## src/rtl/pu_ctl_pkg.sv

```systemverilog
// Shared types for the processing-unit run/debug controller.
package pu_ctl_pkg;

  typedef enum logic [1:0] {
    IDLE,
    RUN,
    STEP,
    HALT
  } state_t;

  typedef enum logic [1:0] {
    C_NONE,
    C_HALT,
    C_BP,
    C_STOP
  } cause_t;

endpackage

```

## src/rtl/pu_ctl_sat_cnt.sv

```systemverilog
// Saturating up-counter with synchronous clear; holds at all-ones.
module sat_cnt #(
  parameter int W = 16
) (
  input  logic         clk,
  input  logic         rst,
  input  logic         clr,
  input  logic         inc,
  output logic [W-1:0] q
);

  always_ff @(posedge clk or negedge rst) begin
    if (!rst) begin
      q <= '0;
    end else if (clr) begin
      q <= '0;
    end else if (inc && (q != '1)) begin
      q <= q + W'(1);
    end
  end

endmodule

```

## src/rtl/pu_ctl.sv

```systemverilog
// Run/debug controller: gates PC advance and writeback, handles step,
// host stop, halt instruction and PC breakpoint, counts retired instructions.
module pu_ctl
  import pu_ctl_pkg::*;
#(
  parameter int PCW  = 8,
  parameter int CNTW = 16
) (
  input  logic            clk,
  input  logic            rst,
  input  logic            start,
  input  logic            step,
  input  logic            stop,
  input  logic            clr,
  input  logic            bp_en,
  input  logic [PCW-1:0]  bp_addr,
  input  logic            h,
  input  logic [PCW-1:0]  pca,
  output logic            pce,
  output logic            wen,
  output logic            pc_clr,
  output logic            busy,
  output logic            halted,
  output logic [1:0]      cause,
  output logic [CNTW-1:0] icnt
);

  state_t state;
  cause_t cause_q;
  logic   first;
  logic   bp_hit;
  logic   retire;

  // The breakpoint is masked on the first cycle after entry so that
  // resuming from a breakpoint executes the instruction it stopped on.
  always_comb begin
    bp_hit = bp_en && (pca == bp_addr) && !first;
    retire = 1'b0;
    case (state)
      RUN:     retire = !h && !bp_hit && !stop;
      STEP:    retire = !h;
      default: retire = 1'b0;
    endcase
    if (clr) begin
      retire = 1'b0;
    end
  end

  assign pce    = retire;
  assign wen    = retire;
  assign pc_clr = clr && rst;
  assign cause  = cause_q;

  always_ff @(posedge clk or negedge rst) begin
    if (!rst) begin
      state   <= IDLE;
      first   <= 1'b0;
      cause_q <= C_NONE;
      busy    <= 1'b0;
      halted  <= 1'b0;
    end else if (clr) begin
      state   <= IDLE;
      first   <= 1'b0;
      cause_q <= C_NONE;
      busy    <= 1'b0;
      halted  <= 1'b0;
    end else begin
      case (state)
        IDLE, HALT: begin
          if (start) begin
            state  <= RUN;
            first  <= 1'b1;
            busy   <= 1'b1;
            halted <= 1'b0;
          end else if (step) begin
            state  <= STEP;
            first  <= 1'b1;
            busy   <= 1'b1;
            halted <= 1'b0;
          end
        end
        RUN: begin
          first <= 1'b0;
          if (h || bp_hit || stop) begin
            state  <= HALT;
            busy   <= 1'b0;
            halted <= 1'b1;
            if (h) begin
              cause_q <= C_HALT;
            end else if (bp_hit) begin
              cause_q <= C_BP;
            end else begin
              cause_q <= C_STOP;
            end
          end
        end
        STEP: begin
          first   <= 1'b0;
          state   <= HALT;
          busy    <= 1'b0;
          halted  <= 1'b1;
          cause_q <= h ? C_HALT : C_NONE;
        end
        default: begin
          state <= IDLE;
          busy  <= 1'b0;
        end
      endcase
    end
  end

  sat_cnt #(.W(CNTW)) u_icnt (
    .clk (clk),
    .rst (rst),
    .clr (clr),
    .inc (retire),
    .q   (icnt)
  );

endmodule

```

## config.mk

```make
export PLATFORM = sky130hd
export DESIGN_NAME = pu_ctl
export DESIGN_NICKNAME = d
export VERILOG_FILES = /design/src/rtl/pu_ctl_pkg.sv /design/src/rtl/pu_ctl_sat_cnt.sv /design/src/rtl/pu_ctl.sv
export SDC_FILE = /design/constraint.sdc
export NUM_CORES = 1
export LEC_CHECK = 0
export CAP_MARGIN = 25
export CORE_AREA = 8 8 87 89
export CTS_BUF_LIST = sky130_fd_sc_hd__clkbuf_8 sky130_fd_sc_hd__clkbuf_16
export CTS_CLUSTER_SIZE = 20
export DETAILED_ROUTE_END_ITERATION = 8
export DIE_AREA = 0 0 95 97
export DONT_BUFFER_PORTS = 1
export MAX_ROUTING_LAYER = met4
export PLACE_DENSITY = 0.35
export SETUP_SLACK_MARGIN = 0.1
export SLEW_MARGIN = 25
export SYNTH_ARGS = -nofsm -noshare
export SYNTH_HDL_FRONTEND = slang
export SYNTH_SLANG_ARGS = --single-unit
export TNS_END_PERCENT = 50
```

## constraint.sdc

```tcl
create_clock -name clk -period 2.3 [get_ports clk]
set_clock_uncertainty 0.2 [all_clocks]
set_input_delay 0.23 -clock clk [delete_from_list [all_inputs] [get_ports clk]]
set_output_delay 0.23 -clock clk [all_outputs]
set_load 0.1 [all_outputs]
```

# == Word level (Yosys, flattened, before mapping) ==
# Index checks and enable logic that the tools add are counted.
# word_totals
ff_bits,23
inputBits,24
out_inout_bits,23
word_cells,60
# classes
addsub,1
eq_ne,7
n_mux,27
n_reduce_logical,19
# op_table
operator,count
2-to-1 mux 16 bit,2
"adder 16 x 1 -> 16 bit, second input constant",1
"!= test 16 bit, second input constant",1
2-to-1 mux 2 bit,7
2-to-1 mux 1 bit,12
== test 8 bit,1
logical AND 1 bit,6
one-hot mux 1 bit (3 select lines),2
one-hot mux 2 bit (3 select lines),1
"== test 2 bit, second input constant",2
logical NOT 1 bit,4
"!= test 4 bit, second input constant",1
one-hot mux 1 bit (2 select lines),2
one-hot mux 2 bit (2 select lines),1
AND reduction 2 bit,2
OR reduction 2 bit,2
"!= test 3 bit, second input constant",1
nonzero test 3 bit,1
"== test 2 x 1 -> 1 bit, second input constant",1
logical NOT 2 bit,1
logical OR 1 bit,2
nonzero test 2 bit,1

# == Depth between registers and ports, before layout ==
# logic_depth
depth_word,11
mapped_depth,10
ltp_nobuf,7

# == By module ==
# From an unflattened synthesis, not the netlist that was laid out.
# unflattened
cells_unflattened,155
hier_area_um2,1487.7
# modules_own_cells
module,instances,cells_per_inst,area_each_um2,seq_area_each_um2
sat_cnt,1,98,942.2,400.4
pu_ctl,1,57,545.5,175.2

# == Worst setup path after synthesis ==
# OpenSTA, ideal clock, no wires.
# synth_timing
path_type,reg2out
startpoint,register state[0]
endpoint,output wen
arrival_time_ps,3207
required_ps,1870
setup_slack_ps,-1337
path_stages_with_launch,11
n_path_buf,4
path_cell_list,dfrtp_1 inv_1 ha_1 inv_1 nor2_1 and4b_1 buf_2 buf_4 buf_4 nor2_1 buf_4
# synth_between
elab_chain_cells,3
word_cells_on_any_way,4
cone_classes,eq/ne (2); mux (2)
# synth_lines
item,line,rtl
"start, declared",pu_ctl.sv:28,state_t state;
"start signal, assigned",pu_ctl.sv:56,state <= IDLE;
"start signal, assigned",pu_ctl.sv:62,state <= IDLE;
"start signal, assigned",pu_ctl.sv:71,state <= RUN;
== test 2 bit or == test 2 x 1 -> 1 bit (tied branches),pu_ctl.sv:39,case (state)
one-hot mux 1 bit (2 select lines) *,pu_ctl.sv:39,
2-to-1 mux 1 bit *,pu_ctl.sv:44,if (clr) begin
"end, declared",pu_ctl.sv:20,"output logic wen,"
# Every way passes the cells marked *; elsewhere a longest branch is shown, timed or not.

# == Worst setup path after layout ==
# layout_timing
startpoint,register state[0]
endpoint,output pce
# layout_between
elab_chain_cells,3
word_cells_on_any_way,4
cone_classes,eq/ne (2); mux (2)
# layout_lines
item,line,rtl
== test 2 bit or == test 2 x 1 -> 1 bit (tied branches),pu_ctl.sv:39,
one-hot mux 1 bit (2 select lines) *,pu_ctl.sv:39,
2-to-1 mux 1 bit *,pu_ctl.sv:44,
"end, declared",pu_ctl.sv:19,"output logic pce,"
# Marks and branches as above.

==> impl_results.md <==
- Final hold vios: 0
- Net count, final: between 200 and 250
- Die W: between 90 and 100 um
- Wire length per cell: about 17 um
- Pint: 721.2 uW
- YS warnings: 0
- Clk pin slew, worst setup/hold paths: approximately 0.090 ns
- Worst min-delay path category: in2reg
- Cell mode on critical path: buf_6
- Diodes inserted: 0
- Net count after synthesis: 184
- CTS sink cnt: 23
- Final setup margin: -0.1601 ns
- Register area share after synthesis: 0.3869
- CTS tree: yes
- Clock power frac: 0.223
- Post-synth top area share: 0.3869
- Synth Area in Compound Gates: 0.2119
- Critical Path End Type: primary output
- Top Layer Used: met4
- Largest family of logic cells by synthesized area: simple AND/OR/NAND/NOR gates
- CP max FO: 2
- Critical path class: reg2out
- H-tree Lvls: 1
- Worst-margin pin slew: 0.7221 ns
- Clock buffer depth: 2
- Crit path launch type: flip-flop
- Total negative setup slack: -0.8433 ns
- Synth area leader: dfrtp_1
- Peak VDD IR: 0.0002174 V
- Dpl hpwl: ~3.4 mm
- Xor/xnor cell area share of the yosys netlist: 0.04710
- Slowest cell on crit path: dfrtp_1
- Layout cells sized above 1: 0.5000
- Initial Utilization: 0.2398
- IO Port Bufs: 0
- Asr flop ratio synth: 1.000
- Cell variety after synth: 43
- Seq cells post-synth: 23
- Maximum clock rate: 0.4065 GHz
- LEAKAGE: 0.8640 nW
- Post-Route WL: 4.758 mm
- Post-DRT Antenna Nets: 0
- Period utilization: 1.070
- Post-Syn Area: 1488 um^2
- CP max stage delay: 0.39 ns
- Cells after synthesis: 157
- Dpl cell area: 1882 um^2
- Rel. slew slack: 0.5170
- I/O Pins: 47
- Vias in the first global route: 1,475
- Outcome: complete, but fails checks
- Avg Vias per Cell: ~5.2
- Root Buffer: clkbuf_8
- Initial antenna violation count: 0
- Initial drt markers: 48
- CTS buffer count: 3
- Clk Latency, worst-skew pair: 0.27 ns
- RSZ-0062 raised after global routing: yes
- CP Data Arrival Time: roughly 2 ns
- Mux contribution to synthesized area: 0.02775
- Flop pwr share: 0.381
- Min Clock Period, post-route: 2.460 ns
- Finished Cell Area: 2241 um^2
- Vias after detailed routing: 1,445
- Drt pass-1 iters: 4
- Synth Area in Simple Gates: 0.2498
- Worst slack, placed: -0.1493 ns
- CORE AREA: 6205 um^2
- Syn avg cell area: 9.476 um^2
- WL met2: 2.273 mm
- Total gr overflow: 0
- Number of remaining DRC errors: 0
- Largest net degree at the start of global routing: 29
- # fillers: 627
- MaxCap Viol Count: 0
- CP required: 1.87 ns
- PwrDens: roughly 530 nW/um^2
- DR WL met3: 422 um
- Adder-cell share of the synthesized area: 0.02523
- DIE AREA: roughly 9200 um^2
- Largest cells by area after synthesis: dfrtp_1, o31ai_1, a21oi_1
- Total track usage: 0.1032
- Comb power frac: 0.396
- CP cell instances: inv_2 -> ha_4 -> or3_4 -> buf_6 -> a21o_1 -> buf_6 -> nor2_4 -> buf_12
- Sw frac: 0.3912
- Failing checks: negative setup slack
- Slew Viols, Final: 0
- Met1 Wirelength: 2.036 mm
- Rows: 29
- Final Setup Violations: 11
- Synth Flop Type: dfrtp_1
- Chip Height: 97 um
- EDFF count, synth: 0
- Global-route wire length before repair: 7.465 mm
- GP Congestion: 0.7680
- Sw power: 463.3 uW
- Area growth from synthesis to layout: 50.63%
-- cells in the mapped netlist (4+ instances only) --
cell,instances
dfrtp_1,23
a21oi_1,14
nand2_1,12
o31ai_1,10
or4_1,9
xor2_1,8
nor2_1,7
nand3_1,6
nand4_1,6
and2_1,5
inv_1,5
nor2b_1,4
-- cell usage in the layout (no fill, tap or decap), types with 3 or more instances in the layout --
cell type,n
nand4_1,6
buf_6,7
nor2b_1,4
dfrtp_2,14
a21oi_2,4
and2_1,5
or4_1,5
o31ai_1,7
nor2_1,6
dlygate4sd3_1,4
nand2_1,10
dfrtp_1,7
clkbuf_8,3
buf_12,4
mux2i_1,3
a21oi_1,10
xor2_1,8
or4_4,4
nand3_1,4
buf_4,33
inv_1,4
-- worst paths after layout --
check                           startpoint           to  slack, ns  cells after the start
worst min register to register       first        first       0.35                      1
max in group asynchronous              rst  u_icnt.q[0]       1.55                      2
worst max register to register    state[0]  u_icnt.q[8]      -0.11                      9
min in group asynchronous              rst         busy       0.18                      2
worst max-delay path              state[0]          pce      -0.16                      8
worst min-delay path                   clr  u_icnt.q[7]       0.02                      2
-- state kept, by name (all words and copies together) (netlist names) --
signal	cells
halted	1
busy	1
u_icnt.q	16
first	1
cause	2
state	2
-- cells by family (layout without fill, tap and decap cells) --
group,after synthesis,after routing
multiplexers,4,4
XOR/XNOR,8,8
flip-flops,23,23
AND/OR/NAND/NOR,64,64
buffers and inverters,13,57
adder cells (fa/ha/maj),3,3
AO/OA/AOI/OAI,42,43
-- power groups by stage --
stage,clock network (mW),logic [mW],registers (mW)
3_5_place_dp,0,0.405,0.461
4_1_cts,0.276,0.463,0.452
3_3_place_gp,0,0.402,0.460
2_1_floorplan,0,0.189,0.590
5_1_grt,0.285,0.502,0.456
6_report,0.264,0.469,0.452
-- cell type report --
cell class	count	area, um^2	share of cell area
Multi-Input combinational cell	122	1033	0.4612
Sequential cell	23	600.6	0.2680
Timing Repair Buffer	48	446.7	0.1993
Tap cell	77	96.34	0.04299
Clock buffer	3	41.29	0.01843
Inverter	5	18.77	0.008375
Clock inverter	1	3.754	0.001675
-- worst max-delay path: cells and delay by family (launching register included) --
family | cells | cell delay [ns]
buffers and inverters | 4 | 0.57
and+or+nand+nor | 2 | 0.42
DFF | 1 | 0.39
adders and majority gates | 1 | 0.20
AOI/OAI and AO/OA | 1 | 0.17
-- what timing repair did --
| item | in CTS | in global routing |
|---|---|---|
| endpoints found under the hold margin | 39 | 0 |
| buffers inserted | 9 | 1 |
| gates cloned | 1 | 0 |
| resized for setup | 9 | 28 |
| pin swaps | 18 | 14 |
| setup endpoints to repair | 18 | 18 |
| hold buffers | 5 | 0 |
-- metal layers --
metal / vias to the layer above / GRT usage
met3: 2 / 0.02782
met2: 44 / 0.1617
met5: - / -
met4: 0 / 0.02524
met1: 712 / 0.1276
li1: 687 / -
-- stage by stage --
stage | hold slack, ns | util | std cells | total power, mW
2_1_floorplan | -0.2656 | - | 157 | 0.7794
3_3_place_gp | -0.2645 | 0.3033 | 260 | 0.8617
3_5_place_dp | -0.2649 | 0.3033 | 260 | 0.8664
4_1_cts | 0.001975 | 0.3412 | 279 | 1.191
5_1_grt | 0.01444 | 0.3612 | 279 | 1.243
6_report | 0.01618 | 0.3612 | 279 | 1.185
Note: power is estimated with default switching activity, not from simulation.
